### src/rtl/regfile_write_arbiter.sv
// Two-source writeback arbiter for the register file's single write port.
// Port A (ALU result) and port B (load result) each feed a one-entry buffer;
// buffered requests are granted round-robin onto registered write-port outputs.
module regfile_write_arbiter #(
  parameter int unsigned DATA_WIDTH = 32
) (
  input  logic                  clk,
  input  logic                  reset,
  input  logic                  stall,
  input  logic                  a_valid,
  output logic                  a_ready,
  input  logic [3:0]            a_dest,
  input  logic [DATA_WIDTH-1:0] a_data,
  input  logic                  b_valid,
  output logic                  b_ready,
  input  logic [3:0]            b_dest,
  input  logic [DATA_WIDTH-1:0] b_data,
  output logic                  load_enable,
  output logic [3:0]            decoder_control,
  output logic [DATA_WIDTH-1:0] write_data,
  output logic                  write_src,
  output logic                  busy
);

  localparam int unsigned DEST_W = 4;

  // Buffered write request: destination register and its data.
  typedef struct packed {
    logic [DEST_W-1:0]     dest;
    logic [DATA_WIDTH-1:0] data;
  } wr_entry_t;

  localparam logic SRC_A = 1'b0;
  localparam logic SRC_B = 1'b1;

  wr_entry_t a_buf;
  wr_entry_t b_buf;
  logic      a_full;
  logic      b_full;
  logic      rr_ptr;

  logic      grant_a_c;
  logic      grant_b_c;
  logic      a_load_c;
  logic      b_load_c;
  wr_entry_t grant_entry_c;

  // Grant selection: a lone full buffer wins; both full defers to rr_ptr.
  always_comb begin
    grant_a_c = 1'b0;
    grant_b_c = 1'b0;
    if (!reset && !stall) begin
      if (a_full && b_full) begin
        grant_a_c = (rr_ptr == SRC_A);
        grant_b_c = (rr_ptr == SRC_B);
      end else begin
        grant_a_c = a_full;
        grant_b_c = b_full;
      end
    end
  end

  // A buffer being drained this cycle can be refilled at the same edge.
  assign a_ready  = !reset && (!a_full || grant_a_c);
  assign b_ready  = !reset && (!b_full || grant_b_c);
  assign a_load_c = a_valid && a_ready;
  assign b_load_c = b_valid && b_ready;

  // Winner's payload for the output register.
  assign grant_entry_c = grant_b_c ? b_buf : a_buf;

  // Pending or in-flight write indication.
  assign busy = a_full || b_full || load_enable;

  // Port A holding buffer: reload takes priority over drain.
  always_ff @(posedge clk) begin
    if (reset) begin
      a_full <= 1'b0;
      a_buf  <= '0;
    end else if (a_load_c) begin
      a_full <= 1'b1;
      a_buf  <= '{dest: a_dest, data: a_data};
    end else if (grant_a_c) begin
      a_full <= 1'b0;
    end
  end

  // Port B holding buffer: reload takes priority over drain.
  always_ff @(posedge clk) begin
    if (reset) begin
      b_full <= 1'b0;
      b_buf  <= '0;
    end else if (b_load_c) begin
      b_full <= 1'b1;
      b_buf  <= '{dest: b_dest, data: b_data};
    end else if (grant_b_c) begin
      b_full <= 1'b0;
    end
  end

  // Round-robin pointer moves to the port that did not win.
  always_ff @(posedge clk) begin
    if (reset) begin
      rr_ptr <= SRC_A;
    end else if (grant_a_c) begin
      rr_ptr <= SRC_B;
    end else if (grant_b_c) begin
      rr_ptr <= SRC_A;
    end
  end

  // Write-port register: strobe follows the grant, payload holds when idle.
  always_ff @(posedge clk) begin
    if (reset) begin
      load_enable     <= 1'b0;
      decoder_control <= '0;
      write_data      <= '0;
      write_src       <= SRC_A;
    end else if (grant_a_c || grant_b_c) begin
      load_enable     <= 1'b1;
      decoder_control <= grant_entry_c.dest;
      write_data      <= grant_entry_c.data;
      write_src       <= grant_b_c ? SRC_B : SRC_A;
    end else begin
      load_enable     <= 1'b0;
    end
  end

endmodule

### config.mk
export PLATFORM = sky130hd
export DESIGN_NAME = regfile_write_arbiter
export DESIGN_NICKNAME = d
export VERILOG_FILES = /design/src/rtl/regfile_write_arbiter.sv
export SDC_FILE = /design/constraint.sdc
export NUM_CORES = 1
export LEC_CHECK = 0
export ABC_AREA = 1
export CAP_MARGIN = 5
export CELL_PAD_IN_SITES_DETAIL_PLACEMENT = 0
export CELL_PAD_IN_SITES_GLOBAL_PLACEMENT = 2
export CORE_MARGIN = 5
export CORE_UTILIZATION = 29
export DETAILED_ROUTE_END_ITERATION = 10
export PLACE_DENSITY = 0.92
export SETUP_SLACK_MARGIN = 0.3
export SYNTH_ARGS = -nofsm -noshare
export SYNTH_HDL_FRONTEND = slang
export SYNTH_SLANG_ARGS = --single-unit
### constraint.sdc
create_clock -name clk -period 2.75 [get_ports clk]
set_input_delay 0.275 -clock clk [delete_from_list [all_inputs] [get_ports clk]]
set_output_delay 0.275 -clock clk [all_outputs]
set_load 0.05 [all_outputs]
==> results of run 1 <==
==> registers in the layout, indices dropped and copies added, names as in the netlist <==
signal,flops
a_buf,36
write_data,32
b_full,1
load_enable,1
b_buf,36
write_src,1
decoder_control,4
a_full,1
rr_ptr,1
==> stage by stage <==
stage	utilization	setup WS, ns	hold WS, ns	cells
detailed placement	0.366	0.509	0.458	1114
floorplan	-	0.926	0.429	816
global placement	0.366	0.542	0.456	1114
finish	0.399	0.536	0.256	1144
CTS	0.399	0.460	0.234	1144
global route	0.399	0.362	0.278	1144
==> routing by layer <==
layer  share of wire  up-vias  track usage  wire length [um]
met5               0        -            0                 0
met4           0.011        0       0.0428               184
met3           0.043       16       0.0436               728
met2            0.47      116        0.261              7950
met1            0.48     2328        0.212              8190
li1                -     2733            -                 -
==> critical path, delay by kind of cell (launching register included) <==
kind	cells	cell delay [ns]
buf+inv	1	0.18
compound gates	1	0.40
flops	1	0.53
simple gates	1	0.40
==> synth_stat cells (all sizes together) <==
| cell type | instances |
|---|---|
| inv | 114 |
| nand2 | 223 |
| a21oi | 6 |
| clkbuf | 23 |
| dfxtp | 113 |
| nand4 | 108 |
| buf | 42 |
| nor2 | 146 |
| nand3 | 40 |
| o21ai | 1 |
==> power breakdown <==
group / switching, mW / leakage (nW) / internal, mW
registers: 0.0602 / 0.930 / 1.75
clock network: 0.730 / 0.290 / 1.48
logic: 0.473 / 2.05 / 0.285
total: 1.26 / 3.27 / 3.52
==> kinds of logic (layout without fill, tap and decap cells) <==
kind of cell	Yosys count	after routing	synth area share
AOI/OAI and AO/OA	7	7	0.00653
buffers and inverters	179	278	0.142
DFF	113	113	0.422
and+or+nand+nor	517	517	0.429
==> final timing paths <==
check / from / end / slack, ns / depth (start not counted)
hold reg to reg: write_src$_SDFFE_PP0P_ / write_src$_SDFFE_PP0P_ / 0.47 / 2
setup / recovery: b_full$_SDFFE_PP0P_ / b_ready / 0.54 / 3
hold / removal: a_valid / a_full$_SDFFE_PP0P_ / 0.26 / 3
setup reg to reg: b_full$_SDFFE_PP0P_ / b_buf[32]$_SDFFE_PP0P_ / 0.85 / 5
==> layout make-up <==
| cell class | count | area, sq um |
|---|---|---|
| clock buffer | 24 | 482 |
| clock inverter | 6 | 105 |
| fill | 1946 | 10900 |
| inverter | 114 | 428 |
| multi-input combinational | 524 | 2340 |
| sequential | 113 | 2260 |
| tap | 229 | 287 |
| timing repair buffer | 134 | 1310 |
==> flow_metrics.env, run 1 <==
export IMPL_final_cell_mix="sky130_fd_sc_hd__nand2_1 (220), sky130_fd_sc_hd__nor2_1 (145), sky130_fd_sc_hd__inv_1 (112), sky130_fd_sc_hd__dfxtp_1 (112), sky130_fd_sc_hd__clkdlybuf4s50_1 (112)"
export IMPL_timing_final_crit_period_ns=2.21
export IMPL_drv_cap=0
export IMPL_powerDensity_nw_per_um2=663
export IMPL_grt_max_degree=76
export IMPL_detailedRoute_firstIterationViolations=235
export IMPL_netlist_top_cell_by_area="sky130_fd_sc_hd__dfxtp_1"
export IMPL_synth_lib_cells_used_distinct=18
export IMPL_clkLatencyLatePin_ns=0.41
export IMPL_crit_type="reg -> out"
export IMPL_wl_per_cell_um=14.9
export IMPL_num_vias=5193
export IMPL_cell_area_placed_sq_um=6620
export IMPL_dp_final_hpwl_um=10300
export IMPL_worst_path_max_delay_cell="sky130_fd_sc_hd__dfxtp_2"
export IMPL_cts_sinks=113
export IMPL_min_path_type="in -> reg"
export IMPL_syn_cell_area_sq_um=5360
export IMPL_start_kind="register"
export IMPL_dieArea_sq_um=21300
export IMPL_skew_ns=0.00731
export IMPL_ios=118
export IMPL_critical_path_max_fanout=16
export IMPL_synth_seq_area_share=0.422
export IMPL_tns_ns=0
export IMPL_yosys_register_bits=113
export IMPL_cts_setup_buffers=0
export IMPL_layout_cells_most_common="sky130_fd_sc_hd__nand2_1"
export IMPL_gr_usage_all_layers=0.161
export IMPL_initial_standard_cell_utilization_of_the_core=0.296
export IMPL_hold_buffers=0
export IMPL_first_global_vias=5021
export IMPL_clock_tree_from_tritoncts="built"
export IMPL_drive_gt1_frac=0.0645
export IMPL_final_area_sq_um=7210
export IMPL_finalWirelength_um=17100
export IMPL_post_cts_resized=0
export IMPL_first_pass_grt_wire_length_um=27300
export IMPL_core_sq_um=18100
export IMPL_synth_net_count=893
export IMPL_ys_top_cells_by_area="sky130_fd_sc_hd__dfxtp_1 (42%), sky130_fd_sc_hd__nand2_1 (15%), sky130_fd_sc_hd__nand4_1 (13%)"
export IMPL_fp_row_count=49
export IMPL_clk_transition_reported_paths_ns=0.05
export IMPL_antenna_violating_nets_post_route=0
export IMPL_crit_required_ns=2.48
export IMPL_antenna_diode_count=0
export IMPL_timing_max_transition_violations_final=0
export IMPL_max_slew_margin=0.430
export IMPL_final_setup_viol_count=0
export IMPL_last_weighted_congestion_value_of_the_routability_driven_placer=0.757
export IMPL_grt_overflow_total=0
export IMPL_numCtsBuffers=17
export IMPL_yosysWarningCount=0
export IMPL_postSynthAreaPerCell_sq_um=6.57
export IMPL_grt_antenna_before_repair=0
export IMPL_share_of_the_synthesized_area_in_the_top_cell_type=0.422
export IMPL_worstPathCellList="nand3_2, a21oi_1, buf_12"
export IMPL_synthesis_instances=816
export IMPL_worst_path_largest_cell_delay_ns=0.53
export IMPL_flow_area_growth_from_synthesis_pct=34.5
export IMPL_finalPower_mw=4.78
export IMPL_fp_dieH_um=146
export IMPL_timing_hold_violations_final=0
export IMPL_status="finished, final reports clean"
export IMPL_route_detailed_drc=0
export IMPL_ir_worst_vdd_v=0.000414
export IMPL_grt_setup_unrepaired="no"
export IMPL_post_drt_via_cell_ratio=4.54
export IMPL_drt_pre_antenna_iters=4
export IMPL_finalNetCount=981
export IMPL_p_leak_nw=3.27
export IMPL_clock_tree_root_cell="sky130_fd_sc_hd__clkbuf_16"
export IMPL_crit_arrival_ns=1.94
export IMPL_fp_dieW_um=146
export IMPL_cts_max_level=4
export IMPL_final_min_period_over_clock_period=0.805
export IMPL_cts_root_to_sink_buffers=2
export IMPL_port_buffers=117
export IMPL_worst_slew_pin_slew_ns=0.855
export IMPL_end_kind="output port"
export IMPL_fmaxAchievable_ghz=0.452
Power figures use the tool's default switching activity.
==> run 2, diff against run 1 <==
Settings changed: CORE_UTILIZATION 29 to 24, PLACE_DENSITY 0.92 to 0.82.
Clock period 2.75 ns to 1.78 ns, I/O delays scaled along.
==> run 2 against run 1 <==
Effect of this change:
- die area up 19%
- wire length increased by 7.6%
- hold slack got worse by 0.14 ns
- cell count increased by 6.0%
- critical path depth up 3
- non-clock buffer count is 18 higher
- critical path type unchanged
- utilization down 5.5 points
- clock-buffer cell count unchanged
- global-route usage shrank 1.5 points
==> flow_metrics.env, run 2 (synthesis results as in run 1) <==
export IMPL_fin_worst_hold_slack_ns=0.118
export IMPL_grt_overflow_total=0
export IMPL_r2r_start="rr_ptr$_SDFFE_PP0P_"
export IMPL_timing_hold_violations_final=0
export IMPL_tns_ns=0
export IMPL_finalNetCount=999
export IMPL_grt_setup_unrepaired="yes"
export IMPL_crit_required_ns=1.60
export IMPL_ff2ff_path_depth=10
export IMPL_port_buffers=117
export IMPL_fill_cells=2390
export IMPL_stdcell_count=1213
export IMPL_num_vias=5254
export IMPL_r2r_end="b_buf[9]$_SDFFE_PP0P_"
export IMPL_layout_top_registers="a_buf x36, b_buf x36, write_data x32"
export IMPL_grt_antenna_before_repair=1
export IMPL_clock_tree_from_tritoncts="built"
export IMPL_detailedRoute_firstIterationViolations=280
export IMPL_flow_area_growth_from_synthesis_pct=40.4
export IMPL_ios=118
export IMPL_fp_dieW_um=159
export IMPL_min_path_type="in -> reg"
export IMPL_crit_type="reg -> out"
export IMPL_gr_usage_all_layers=0.146
export IMPL_cts_root_to_sink_buffers=2
export IMPL_timing_final_crit_period_ns=1.56
export IMPL_last_weighted_congestion_value_of_the_routability_driven_placer=0.744
export IMPL_fmaxAchievable_ghz=0.641
export IMPL_timing_max_transition_violations_final=0
export IMPL_ir_worst_vdd_v=0.000493
export IMPL_hold_path_end="b_buf[1]$_SDFFE_PP0P_"
export IMPL_clkLatencyLatePin_ns=0.42
export IMPL_skew_ns=0.0101
export IMPL_first_global_vias=5332
export IMPL_antenna_diode_count=0
export IMPL_max_slew_margin=0.669
export IMPL_final_setup_viol_count=0
export IMPL_hold_path_startpoint="b_valid"
export IMPL_critical_path_max_fanout=3
export IMPL_worst_slew_pin_slew_ns=0.499
export IMPL_final_cell_mix="sky130_fd_sc_hd__nand2_1 (219), sky130_fd_sc_hd__nor2_1 (144), sky130_fd_sc_hd__inv_1 (111)"
export IMPL_cts_max_level=4
export IMPL_finalWirelength_um=18400
export IMPL_status="finished, final reports clean"
export IMPL_place_inst=1176
export IMPL_finalCoreUtilization=0.344
export IMPL_first_pass_grt_wire_length_um=30000
export IMPL_grt_max_degree=94
export IMPL_initial_standard_cell_utilization_of_the_core=0.245
export IMPL_clk_transition_reported_paths_ns=0.05
export IMPL_whs_path_depth=3
export IMPL_powerDensity_nw_per_um2=970
export IMPL_p_leak_nw=3.48
export IMPL_wl_per_cell_um=15.1
export IMPL_drv_cap=0
export IMPL_cts_sinks=113
export IMPL_hold_buffers=0
export IMPL_dieArea_sq_um=25400
export IMPL_drive_gt1_frac=0.106
export IMPL_drt_pre_antenna_iters=4
export IMPL_start_kind="register"
export IMPL_clock_tree_root_cell="sky130_fd_sc_hd__clkbuf_16"
export IMPL_core_sq_um=21900
export IMPL_final_min_period_over_clock_period=0.876
export IMPL_fp_row_count=54
export IMPL_reg2reg_setup_slack_ns=0.31
export IMPL_antenna_violating_nets_post_route=0
export IMPL_route_detailed_drc=0
export IMPL_crit_arrival_ns=1.38
export IMPL_numCtsBuffers=17
export IMPL_finalPower_mw=7.30
export IMPL_dp_final_hpwl_um=11800
export IMPL_fp_dieH_um=159
export IMPL_end_kind="output port"
export IMPL_layout_cells_most_common="sky130_fd_sc_hd__nand2_1"
export IMPL_post_drt_via_cell_ratio=4.33
[run 2: cell types whose count changed in the layout (fill, tap and decap cells not counted), sizes merged]
cell	before	now
buf	22	43
bufinv	3	1
clkbuf	24	32
clkdlybuf4s15	0	21
clkdlybuf4s50	112	73
clkinv	3	5
dlygate4sd2	0	7
[run 2: cell type report]
cell class | instances | area (sq um) | share of cell area
Clock buffer | 24 | 502 | 0.0667
Clock inverter | 6 | 55.1 | 0.00732
Inverter | 114 | 428 | 0.0569
Multi-Input combinational cell | 524 | 2380 | 0.317
Sequential cell | 113 | 2270 | 0.302
Tap cell | 280 | 350 | 0.0466
Timing Repair Buffer | 152 | 1540 | 0.204
[run 2: critical path: stages (launching register included)]
cell and delay [ns]:
sky130_fd_sc_hd__dfxtp_2 0.34, sky130_fd_sc_hd__inv_2 0.05, sky130_fd_sc_hd__nand2_4 0.07, sky130_fd_sc_hd__nand3_4 0.07, sky130_fd_sc_hd__buf_12 0.14, sky130_fd_sc_hd__a21oi_4 0.14
sky130_fd_sc_hd__buf_12 0.15
[run 2: where the power goes]
part           internal, mW  switching, mW  total [mW]
clock                  2.07           1.17        3.25
combinational         0.481          0.763        1.24
sequential             2.71         0.0975        2.81
total                  5.27           2.04        7.30
[run 2: how the worst max path moves through the flow]
stage,startpoint,end,slack (ns),cells past startpoint
after detailed placement,stall,b_buf[9]$_SDFFE_PP0P_,0.12,8
final,rr_ptr$_SDFFE_PP0P_,b_ready,0.22,6
after floorplan,a_full$_SDFFE_PP0P_,b_ready,0.32,4
after global routing,rr_ptr$_SDFFE_PP0P_,b_ready,0.16,6
after global placement,stall,write_data[8]$_SDFFE_PP0P_,0.15,9
after CTS,rr_ptr$_SDFFE_PP0P_,b_ready,0.19,6
[run 2: routing by layer]
layer | up-vias | global-route usage | share of wire
li1 | 2775 | - | -
met1 | 2330 | 0.200 | 0.48
met2 | 128 | 0.225 | 0.45
met3 | 19 | 0.0370 | 0.051
met4 | 2 | 0.0419 | 0.015
met5 | - | 0 | 0.0011
[run 2: repair_timing]
action                                  4_1_cts  5_1_grt
cloned                                        0        1
buffers inserted                              5        1
pin swaps                                     2        2
endpoints found under the setup margin       37       58
resized for setup                            58       27
[run 2: through the flow]
step                instance area [sq um]  worst slack [ns]
floorplan                            5370             0.320
global placement                     6890             0.146
detailed placement                   6890             0.123
CTS                                  7490             0.187
global route                         7530             0.157
finish                               7530             0.221
